`src/rtl/serial_add_ctrl_pkg.sv`:
```
// Shared definitions for the bit-serial adder sequencer.
// Holds the state encoding, the counter width helper and the width ceiling.
package serial_add_ctrl_pkg;

  localparam int WIDTH_MAX = 64;

  typedef logic [1:0] state_t;

  localparam state_t ST_IDLE = 2'd0;
  localparam state_t ST_RUN  = 2'd1;
  localparam state_t ST_DONE = 2'd2;

  function automatic int cnt_width(input int width);
    return $clog2(width + 1);
  endfunction

endpackage

```
`src/rtl/serial_add_ctrl.sv`:
```
// Drives an external full-adder cell LSB first to form a WIDTH-bit add; done pulses WIDTH+1 edges after start.
// start is only sampled in IDLE, so requests made while busy are dropped.
module serial_add_ctrl
  import serial_add_ctrl_pkg::*;
#(
  parameter int WIDTH = 8
) (
  input  logic             clk,
  input  logic             rst,
  input  logic             start,
  input  logic [WIDTH-1:0] a,
  input  logic [WIDTH-1:0] b,
  input  logic             cin,
  output logic             busy,
  output logic             done,
  output logic [WIDTH-1:0] sum,
  output logic             cout,
  output logic             fa_i0,
  output logic             fa_i1,
  output logic             fa_ci,
  input  logic             fa_s,
  input  logic             fa_co
);

  localparam int CW = cnt_width(WIDTH);

  state_t           r_state;
  logic [WIDTH-1:0] r_areg;
  logic [WIDTH-1:0] r_breg;
  logic [WIDTH-1:0] r_sreg;
  logic             r_carry;
  logic [CW-1:0]    r_cnt;
  logic [WIDTH-1:0] r_sum;
  logic             r_cout;

  logic             w_run;
  logic             w_last;
  logic [WIDTH-1:0] w_sreg_nxt;

  assign w_run  = (r_state == ST_RUN);
  assign w_last = (r_cnt == CW'(WIDTH - 1));

  // Written bit-wise so a one-bit register needs no special-case slice.
  always_comb begin
    w_sreg_nxt            = r_sreg >> 1;
    w_sreg_nxt[WIDTH-1]   = fa_s;
  end

  // The adder sees registered bits only; operands on a/b never reach it directly.
  assign fa_i0 = w_run & r_areg[0];
  assign fa_i1 = w_run & r_breg[0];
  assign fa_ci = w_run & r_carry;

  assign busy = w_run | (r_state == ST_DONE);
  assign done = (r_state == ST_DONE);
  assign sum  = r_sum;
  assign cout = r_cout;

  always_ff @(posedge clk) begin
    if (rst) begin
      r_state <= ST_IDLE;
      r_areg  <= '0;
      r_breg  <= '0;
      r_sreg  <= '0;
      r_carry <= 1'b0;
      r_cnt   <= '0;
      r_sum   <= '0;
      r_cout  <= 1'b0;
    end else begin
      case (r_state)
        ST_IDLE: begin
          if (start) begin
            r_areg  <= a;
            r_breg  <= b;
            r_carry <= cin;
            r_cnt   <= '0;
            r_state <= ST_RUN;
          end
        end
        ST_RUN: begin
          r_sreg  <= w_sreg_nxt;
          r_carry <= fa_co;
          r_areg  <= r_areg >> 1;
          r_breg  <= r_breg >> 1;
          r_cnt   <= r_cnt + CW'(1);
          if (w_last) begin
            r_sum   <= w_sreg_nxt;
            r_cout  <= fa_co;
            r_state <= ST_DONE;
          end
        end
        ST_DONE: r_state <= ST_IDLE;
        default: r_state <= ST_IDLE;
      endcase
    end
  end

endmodule
```
`config.mk`:
```
export PLATFORM = sky130hd
export DESIGN_NAME = serial_add_ctrl
export DESIGN_NICKNAME = d
export VERILOG_FILES = /design/src/rtl/serial_add_ctrl_pkg.sv /design/src/rtl/serial_add_ctrl.sv
export SDC_FILE = /design/constraint.sdc
export NUM_CORES = 1
export LEC_CHECK = 0
export CORE_MARGIN = 2
export CORE_UTILIZATION = 49
export CTS_CLUSTER_DIAMETER = 40
export DETAILED_ROUTE_END_ITERATION = 8
export GPL_TIMING_DRIVEN = 0
export PLACE_DENSITY = 0.9
export SETUP_SLACK_MARGIN = 0.4
export SYNTH_ARGS = -nofsm -noshare
export SYNTH_HDL_FRONTEND = slang
export SYNTH_SLANG_ARGS = --single-unit
```
`constraint.sdc`:
```
create_clock -name clk -period 2.52 [get_ports clk]
set_input_delay 0.504 -clock clk [delete_from_list [all_inputs] [get_ports clk]]
set_output_delay 0.504 -clock clk [all_outputs]
set_load 0.01 [all_outputs]
```
Word level (Yosys, flattened, before mapping)
Index checks and enable logic that the tools add are counted.
{ "classes": {"addsub": 1, "multipliers": 0, "div": 0, "order_cmp": 0, "eq_ne": 5, "shift": 0, "muxes": 11, "n_bitwise": 4, "reduce_logical": 5} }
{ "ops": {"columns": ["op", "count"], "rows": [
  ["one-hot mux 8 bit (2 select lines)", 2],
  ["two-way mux 8 bit", 2],
  ["one-hot mux 4 bit (2 select lines)", 1],
  ["AND reduction 2 bit", 3],
  ["adder 4 x 1 -> 4 bit (second input constant)", 1],
  ["== test 4 x 3 -> 1 bit (second input constant)", 1],
  ["two-way mux 2 bit", 2],
  ["two-way mux 4 bit", 1],
  ["one-hot mux 2 bit (2 select lines)", 1],
  ["AND 1 bit", 3],
  ["== test 2 x 1 -> 1 bit (second input constant)", 1],
  ["== test 2 bit (second input constant)", 1],
  ["zero test 2 bit", 1],
  ["!= test 2 x 1 -> 1 bit (second input constant)", 1],
  ["!= test 2 bit (second input constant)", 1],
  ["one-hot mux 1 bit (2 select lines)", 1],
  ["nonzero test 2 bit", 1],
  ["two-way mux 1 bit", 1],
  ["OR 1 bit", 1]
]} }
{ "totals": {"ff_bits": 40, "latchBits": 0, "ram_bits": 0, "rom_bits": 0, "out_inout_bits": 14, "mem_count": 0} }

Depth between registers and ports, before layout
Gate-level depths: netlist (run 1).
{ "logic_depth": {"ltp_word": 3, "ltp_mapped": 7, "mapped_depth_nobuf": 5} }

Worst setup path after synthesis (run 1)
OpenSTA, ideal clock, no wires.
{ "synth_path": {"kind": "reg-to-output", "start": "register r_state[1]", "end": "output port fa_ci", "t_arrival_ps": 1145, "setup_slack_ps": 871, "stages_incl_launch_ff": 6, "n_path_buf": 2, "path_cell_list": "dfxtp_1 -> inv_1 -> ha_1 -> buf_2 -> clkbuf_1 -> and2_1"} }
{ "synth_via": {"elab_chain_cells": 2} }
{ "synth_lines": {"columns": ["element", "line_no", "source"], "rows": [
  ["from (decl)", "serial_add_ctrl.sv:27", "state_t r_state;"],
  ["from (signal assigned)", "serial_add_ctrl.sv:61", "r_state <= ST_IDLE;"],
  ["from (signal assigned)", "serial_add_ctrl.sv:77", "r_state <= ST_RUN;"],
  ["from (signal assigned)", "serial_add_ctrl.sv:89", "r_state <= ST_DONE;"],
  ["== test 2 x 1 -> 1 bit", "serial_add_ctrl.sv:40", "assign w_run = (r_state == ST_RUN);"],
  ["AND 1 bit", "serial_add_ctrl.sv:52", "assign fa_ci = w_run & r_carry;"],
  ["to (decl)", "serial_add_ctrl.sv:20", "output logic fa_ci,"]
]} }
Every way passes these cells.

Final worst setup path (run 1)
{ "layout_path": {"start": "register r_state[1]", "end": "output port fa_i1"} }
{ "layout_via": {"elab_chain_cells": 2} }
{ "layout_lines": {"columns": ["element", "line_no", "source"], "rows": [
  ["== test 2 x 1 -> 1 bit", "serial_add_ctrl.sv:40", null],
  ["AND 1 bit", "serial_add_ctrl.sv:51", "assign fa_i1 = w_run & r_breg[0];"],
  ["to (decl)", "serial_add_ctrl.sv:19", "output logic fa_i1,"]
]} }
Every way passes these cells.

==> tab_implementation.tex, run 1 <==
\begin{tabular}{lr}
\hline
Metric & Value \\
\hline
\multicolumn{2}{l}{\textbf{Detailed routing}} \\
\quad Initial DRT Pass Iterations & 4 \\
\quad DRC errors left & 0 \\
\quad Detailed-route via count & 1,388 \\
\quad Routed Wire Length & 3.392 mm \\
\quad Number of DRC violations after detailed-routing iteration 0 & 43 \\
\quad Avg WL per Cell & 12.70 um \\
\quad Antenna Violating Nets Remaining & 0 \\
\quad Average vias per placed instance & 5.199 \\
\multicolumn{2}{l}{\textbf{Floorplanning}} \\
\quad Starting density of the core & 0.4994 \\
\quad I/O pin total & 36 \\
\quad Die Outline Area & 0.003827 mm2 \\
\quad Die height & 61.86 um \\
\quad Placeable core region & 0.003284 mm2 \\
\quad Die W & 61.86 um \\
\quad Number of cell rows & 21 \\
\multicolumn{2}{l}{\textbf{Timing}} \\
\quad Clock period minus final worst setup slack & 2.047 ns \\
\quad Maximum clock rate & 488.5 MHz \\
\quad Fin crit share & 0.8123 \\
\quad Count of endpoints failing hold in the final timing report & 0 \\
\quad Pins over their slew limit & 0 \\
\quad Final total negative setup slack & 0 ns \\
\quad Final setup violation count & 0 \\
\quad Unrepaired setup endpoints after global routing & false \\
\quad Worst-case clock skew & 0.007879 ns \\
\quad Slew at the pin closest to its max-slew limit & 0.5728 ns \\
\quad Relative slew margins & 0.6072 \\
\multicolumn{2}{l}{\textbf{Placement}} \\
\quad Detail Placement HPWL & 2.435 mm \\
\quad Final GP Congestion & 0.7396 \\
\quad Buffers on Ports & 34 \\
\multicolumn{2}{l}{\textbf{Final layout}} \\
\quad Fraction of layout cells with a size suffix above 1 & 0.09050 \\
\quad Antenna fix cells & 0 \\
\quad Final nets & 246 \\
\quad Share of the core filled with cells & 0.6453 \\
\quad Number of fill cells & 300 \\
\quad Synthesis-to-finish area growth & 29.21\% \\
\multicolumn{2}{l}{\textbf{Global routing}} \\
\quad Wire length of the first global-routing pass & 5.513 mm \\
\quad Initial antenna violation count & 0 \\
\quad Pin count of the biggest net entering global routing & 13 \\
\quad Combined global-route utilization of all metal layers & 0.1953 \\
\quad Via count of the first global-routing pass & 1,263 \\
\quad GRT Residual Overflow & 0 \\
\multicolumn{2}{l}{\textbf{Power}} \\
\quad Net switching power & 332.3 uW \\
\quad PwrDens & 564.9 mW/mm2 \\
\quad Combinational cell fraction of total power & 0.176 \\
\quad Clk network pwr share & 0.264 \\
\quad Int Pwr & 865.1 uW \\
\quad Sequential cell fraction of total power & 0.560 \\
\quad Leakage dissipation & 0.7850 nW \\
\quad Fraction of power spent switching nets & 0.2775 \\
\quad IR Drop Worst-Case VDD & 0.0004165 V \\
\multicolumn{2}{l}{\textbf{Critical path}} \\
\quad Nature of the critical path startpoint & register \\
\quad Arrival time reported for the critical path endpoint & 1.54 ns \\
\quad Category of the critical setup timing path & reg -> out \\
\quad Endpoint kind of the worst setup timing path & output pin \\
\quad Critical Path RT & 2.02 ns \\
\quad Highest fanout seen on the critical path & 10 \\
\multicolumn{2}{l}{\textbf{Clock tree}} \\
\quad CTS tree & built \\
\quad Number of buffers inserted for hold repair after clock tree synthesis & 0 \\
\quad Buffers from clock root to sink, at most & 2 \\
\quad Clock root buffer & clkbuf\_4 \\
\quad Worst-path clk slew & 0.12 ns \\
\quad CTS Buf Count & 5 \\
\quad Source-to-sink clock delay at the later pin of the worst-skew pair & 0.35 ns \\
\quad Clock sink total & 39 \\
\quad H-tree levels & 2 \\
\multicolumn{2}{l}{\textbf{Logic synthesis}} \\
\quad Count of state elements after synthesis & 39 \\
\quad Count of mapped cells out of synthesis & 178 \\
\quad Mapped cell area & 0.001640 mm2 \\
\quad Synthesized netlist net count & 204 \\
\quad Cell variety after synth & 25 \\
\quad Seq/Total Area, Yosys & 0.4760 \\
\quad Post-Syn Area per Cell & 9.215 um2 \\
\quad Number of warnings printed during yosys synthesis & 0 \\
\multicolumn{2}{l}{\textbf{Flow run}} \\
\quad Number of violations of the max-capacitance limit & 0 \\
\multicolumn{2}{l}{\textbf{Outcome}} \\
\quad Outcome & finished clean \\
\multicolumn{2}{l}{\textbf{Worst hold path}} \\
\quad Worst hold-check path type & reg -> reg \\
\hline
\end{tabular}
-- final cells by class --
cell class | instances | area (um2) | area share
tap | 46 | 57.56 | 0.02715
multi-input combinational | 124 | 799.5 | 0.3772
buffer | 12 | 68.82 | 0.03247
sequential | 39 | 782.0 | 0.3689
inverter | 3 | 11.26 | 0.005313
clock buffer | 6 | 41.29 | 0.01948
timing repair buffer | 35 | 346.6 | 0.1635
clock inverter | 2 | 12.51 | 0.005903
-- per-layer routing --
layer  vias to the layer above  part of all wire  track usage
met4                         0             0.019      0.07599
met5                         -                 0            0
met1                       639              0.47       0.2545
met3                         9             0.034      0.05176
met2                        31              0.47       0.3098
li1                        709                 -            -
-- synth_stat cells --
cell / n / area (um2)
o21ai_0: 2 / 10.01
nand2_1: 22 / 82.58
nor2b_1: 1 / 6.260
a31oi_1: 1 / 6.260
or4_1: 1 / 7.510
nor2_1: 23 / 86.33
mux2i_1: 23 / 230.2
dfxtp_1: 39 / 780.8
a21oi_1: 14 / 70.07
nand3b_1: 1 / 7.510
a32oi_1: 1 / 8.760
buf_2: 5 / 25.02
mux2_2: 1 / 11.26
nand3_1: 4 / 20.02
clkbuf_1: 5 / 18.77
buf_1: 2 / 7.510
nand4b_1: 2 / 17.52
ha_1: 4 / 50.05
o21ba_2: 1 / 10.01
and2_1: 3 / 18.77
a211oi_1: 17 / 127.6
and4b_1: 1 / 10.01
and3b_1: 1 / 8.760
or2b_1: 1 / 7.510
inv_1: 3 / 11.26
-- sequential cells by signal, indices dropped and copies added (netlist names) --
signal,flops
r_carry,1
r_areg,8
cout,1
r_sreg,7
sum,8
r_cnt,4
r_breg,8
r_state,2
-- metrics by stage --
stage | hold WS (ns) | worst slack [ns] | power (mW) | area (um2) | instances
2_1_floorplan | 0.4312 | 0.8712 | 0.8158 | 1640 | 178
3_3_place_gp | 0.4425 | 0.1636 | 0.8832 | 2038 | 258
3_5_place_dp | 0.4487 | 0.1511 | 0.8891 | 2038 | 258
4_1_cts | 0.4651 | 0.3847 | 1.197 | 2115 | 267
5_1_grt | 0.4823 | 0.3964 | 1.250 | 2120 | 267
6_report | 0.4609 | 0.4730 | 1.197 | 2120 | 267
-- cell usage in the layout (no fill, tap or decap), types with 2 or more instances in the layout --
master and count:
clkdlybuf4s50_1 30, nor2_1 23, a211oi_1 17, nand3_1 4
clkbuf_4 5, inv_1 3, buf_1 2, o21ai_0 2
buf_2 4, nand2_1 22, nand4b_1 2, ha_1 3
dfxtp_1 38, and2_1 3, clkbuf_1 5, a21oi_1 14
mux2i_1 23
-- power by group through the flow --
stage	registers, mW	logic (mW)	clock network [mW]
finish	0.671	0.211	0.316
floorplan	0.679	0.137	0
CTS	0.670	0.209	0.318
detailed placement	0.684	0.205	0
global route	0.676	0.232	0.343
global placement	0.683	0.200	0
-- logic make-up (layout without fill, tap and decap cells) --
group	after synthesis	count (layout)	share of synthesized area
flip-flops	39	39	0.4760
AND/OR/NAND/NOR	60	60	0.1663
multiplexers	24	24	0.1472
AO/OA/AOI/OAI	36	36	0.1419
buffers and inverters	15	58	0.03814
adder cells (fa/ha/maj)	4	4	0.03051
-- timing repair --
item | in CTS | in global routing
gates cloned | 0 | 0
pin swaps | 0 | 0
resized for setup | 12 | 5
buffers inserted | 1 | 0
endpoints found under the setup margin | 3 | 4
-- path summary, 6_finish.rpt --
kind / from / end / slack, ns / depth (start not counted)
max reg2reg: r_state[1]$_SDFFE_PP0P_ / sum[3]$_SDFFE_PP0P_ / 0.72 / 7
min reg2reg: sum[7]$_SDFFE_PP0P_ / sum[7]$_SDFFE_PP0P_ / 0.46 / 2
min: sum[7]$_SDFFE_PP0P_ / sum[7]$_SDFFE_PP0P_ / 0.46 / 2
max: r_state[1]$_SDFFE_PP0P_ / fa_i1 / 0.47 / 6
-- critical path, cell delays in order (launching register included) --
cell	delay, ns
dfxtp_2	0.33
inv_1	0.07
ha_2	0.19
buf_6	0.13
buf_8	0.13
and2_1	0.12
clkdlybuf4s15_1	0.23
Note: power is estimated with default switching activity, not from simulation.
==> run 2, diff against run 1 <==
==> constraint.sdc (replaced) <==
create_clock -name clk -period 1.9 [get_ports clk]
set_input_delay 0.38 -clock clk [delete_from_list [all_inputs] [get_ports clk]]
set_output_delay 0.38 -clock clk [all_outputs]
set_load 0.01 [all_outputs]
==> tab_implementation.tex, run 2 (same netlist as run 1, synthesis figures left out) <==
\begin{tabular}{lr}
\hline
Metric & Value \\
\hline
\multicolumn{2}{l}{\textbf{Timing}} \\
\quad Worst-case clock skew & 0.01295 ns (+0.005074 ns) \\
\quad Final setup violation count & 0 (unchanged) \\
\quad Maximum clock rate & 552.3 MHz \\
\quad Final total negative setup slack & 0 ns (unchanged) \\
\quad Worst Hold Margin & 0.3817 ns (-0.07924 ns) \\
\quad Relative slew margins & 0.5856 (-0.02165) \\
\quad Pins over their slew limit & 0 (unchanged) \\
\quad Final setup margin & 0.08938 ns (-0.3836 ns) \\
\quad Clock period minus final worst setup slack & 1.811 ns \\
\quad Fin crit share & 0.9530 \\
\quad Slew at the pin closest to its max-slew limit & 0.6043 ns (+0.03157 ns) \\
\quad Unrepaired setup endpoints after global routing & true \\
\quad Count of endpoints failing hold in the final timing report & 0 (unchanged) \\
\multicolumn{2}{l}{\textbf{Global routing}} \\
\quad Via count of the first global-routing pass & 1,222 (-3.2\%) \\
\quad Combined global-route utilization of all metal layers & 0.2056 (+0.01033) \\
\quad GRT Residual Overflow & 0 (unchanged) \\
\quad Pin count of the biggest net entering global routing & 12 (-1) \\
\quad Wire length of the first global-routing pass & 5.644 mm (+2.4\%) \\
\quad Initial antenna violation count & 0 (unchanged) \\
\multicolumn{2}{l}{\textbf{Power}} \\
\quad PwrDens & 725.9 mW/mm2 (+28\%) \\
\quad Leakage dissipation & 0.9540 nW (+22\%) \\
\quad IR Drop Worst-Case VDD & 0.0006233 V (+50\%) \\
\multicolumn{2}{l}{\textbf{Detailed routing}} \\
\quad Routed Wire Length & 4.410 mm (+30\%) \\
\quad Number of DRC violations after detailed-routing iteration 0 & 61 (+42\%) \\
\quad Initial DRT Pass Iterations & 5 (+1) \\
\quad Detailed-route via count & 1,496 (+7.8\%) \\
\quad Average vias per placed instance & 5.362 (+3.1\%) \\
\quad Avg WL per Cell & 15.81 um (+24\%) \\
\quad Antenna Violating Nets Remaining & 0 (unchanged) \\
\quad DRC errors left & 0 (unchanged) \\
\multicolumn{2}{l}{\textbf{Critical path}} \\
\quad Origin of the worst setup path & r\_state[1]\$\_SDFFE\_PP0P\_ \\
\quad Nature of the critical path startpoint & register \\
\quad Highest fanout seen on the critical path & 5 (-5) \\
\quad Category of the critical setup timing path & reg -> out \\
\quad Endpoint kind of the worst setup timing path & output pin \\
\quad Critical Path RT & 1.52 ns (-0.50 ns) \\
\quad Launching point of the worst reg2reg path & r\_state[0]\$\_SDFFE\_PP0P\_ \\
\quad Crit path capture & fa\_ci \\
\quad Arrival time reported for the critical path endpoint & 1.43 ns (-0.11 ns) \\
\quad Worst setup slack for register-to-register paths & 0.16 ns (-0.56 ns) \\
\quad Reg-to-reg endpoint & r\_cnt[3]\$\_SDFFE\_PP0P\_ \\
\quad Number of cells on the worst reg-to-reg path & 5 (-2) \\
\multicolumn{2}{l}{\textbf{Clock tree}} \\
\quad CTS tree & built \\
\quad Clock root buffer & clkbuf\_4 \\
\quad Source-to-sink clock delay at the later pin of the worst-skew pair & 0.36 ns (about the same) \\
\quad Clock sink total & 39 (unchanged) \\
\quad CTS Buf Count & 5 (unchanged) \\
\quad Worst-path clk slew & 0.12 ns (about the same) \\
\quad Buffers from clock root to sink, at most & 2 (unchanged) \\
\quad Number of buffers inserted for hold repair after clock tree synthesis & 0 (unchanged) \\
\quad H-tree levels & 2 (unchanged) \\
\multicolumn{2}{l}{\textbf{Placement}} \\
\quad Post-Place Cell Area & 0.002039 mm2 (about the same) \\
\quad Final GP Congestion & 0.7400 (about the same) \\
\quad Detail Placement HPWL & 2.391 mm (-1.8\%) \\
\quad Buffers on Ports & 34 (unchanged) \\
\quad Pre-CTS setup slack & -0.1294 ns (-0.2804 ns) \\
\multicolumn{2}{l}{\textbf{Worst hold path}} \\
\quad Worst hold-check path type & in -> reg \\
\multicolumn{2}{l}{\textbf{Floorplanning}} \\
\quad Die height & 61.86 um (unchanged) \\
\quad Placeable core region & 0.003284 mm2 (unchanged) \\
\quad Die Outline Area & 0.003827 mm2 (unchanged) \\
\quad Number of cell rows & 21 (unchanged) \\
\quad I/O pin total & 36 (unchanged) \\
\quad Starting density of the core & 0.4994 (unchanged) \\
\quad Die W & 61.86 um (unchanged) \\
\multicolumn{2}{l}{\textbf{Final layout}} \\
\quad Final nets & 258 (+4.9\%) \\
\quad Synthesis-to-finish area growth & 47.22\% \\
\quad Top library cells by usage in the layout, fill and taps aside & dfxtp\_1, mux2i\_1, nand2\_1 \\
\quad Leading cell type in the layout, fill and taps excluded & dfxtp\_1 \\
\quad Fraction of layout cells with a size suffix above 1 & 0.2446 (+0.1541) \\
\quad Cell area after layout & 0.002415 mm2 (+14\%) \\
\quad Antenna fix cells & 0 (unchanged) \\
\quad Number of fill cells & 223 (-26\%) \\
\multicolumn{2}{l}{\textbf{Flow run}} \\
\quad Number of violations of the max-capacitance limit & 0 (unchanged) \\
\multicolumn{2}{l}{\textbf{Outcome}} \\
\quad Outcome & finished clean \\
\hline
\end{tabular}
[run 2: through the flow]
stage	total power, mW	util	instances
final	1.753	0.7352	279
after detailed placement	1.179	0.6210	258
after global routing	1.815	0.7352	279
after floorplan	1.083	-	178
after global placement	1.172	0.6210	258
after CTS	1.607	0.6625	270
[run 2: critical path: stages, from the launching register on]
cell and delay (ns):
dfxtp_2 0.36, inv_2 0.05, ha_4 0.15, buf_6 0.12, clkbuf_16 0.14, and2_4 0.14
buf_6 0.11
[run 2: where the power goes]
part           internal (mW)  switching [mW]  total (mW)
clock                  0.144           0.276       0.421
combinational          0.238           0.194       0.432
sequential             0.865          0.0354       0.900
total                   1.25           0.506        1.75
[run 2: worst min-delay path by stage]
stage                           startpoint                endpoint  slack (ns)  depth (start not counted)
floorplan           r_sreg[1]$_SDFFE_PP0P_     sum[0]$_SDFFE_PP0P_        0.43                          2
global placement    r_breg[7]$_SDFFE_PP0P_  r_breg[7]$_SDFFE_PP0P_        0.44                          2
detailed placement  r_breg[7]$_SDFFE_PP0P_  r_breg[7]$_SDFFE_PP0P_        0.45                          2
CTS                                    rst  r_sreg[3]$_SDFFE_PP0P_        0.39                          2
global route                           rst  r_sreg[3]$_SDFFE_PP0P_        0.40                          2
finish                                 rst  r_sreg[3]$_SDFFE_PP0P_        0.38                          2
[run 2: what timing repair did]
action,4_1_cts,5_1_grt
pin swaps,1,7
resized for setup,54,36
endpoints found under the hold margin,0,0
setup buffers,4,5
gates cloned,0,4
endpoints found under the setup margin,43,38
[run 2: per-layer routing]
layer,wire [um],track usage,vias to the layer above
met2,2206,0.3278,52
met4,94,0.1155,0
met3,234,0.04141,10
met1,1875,0.2600,698
met5,0,0,-
li1,-,-,736
[run 2: layout make-up]
class / count / area [um2] / share of cell area
flip-flops and latches: 39 / 783.3 / 0.3244
well taps: 46 / 57.56 / 0.02383
clock inverters: 1 / 5.005 / 0.002073
multi-input cells: 124 / 893.4 / 0.3699
inverters: 3 / 11.26 / 0.004663
clock buffers: 7 / 45.04 / 0.01865
plain buffers: 12 / 138.9 / 0.05751
repair buffers: 47 / 480.5 / 0.1990
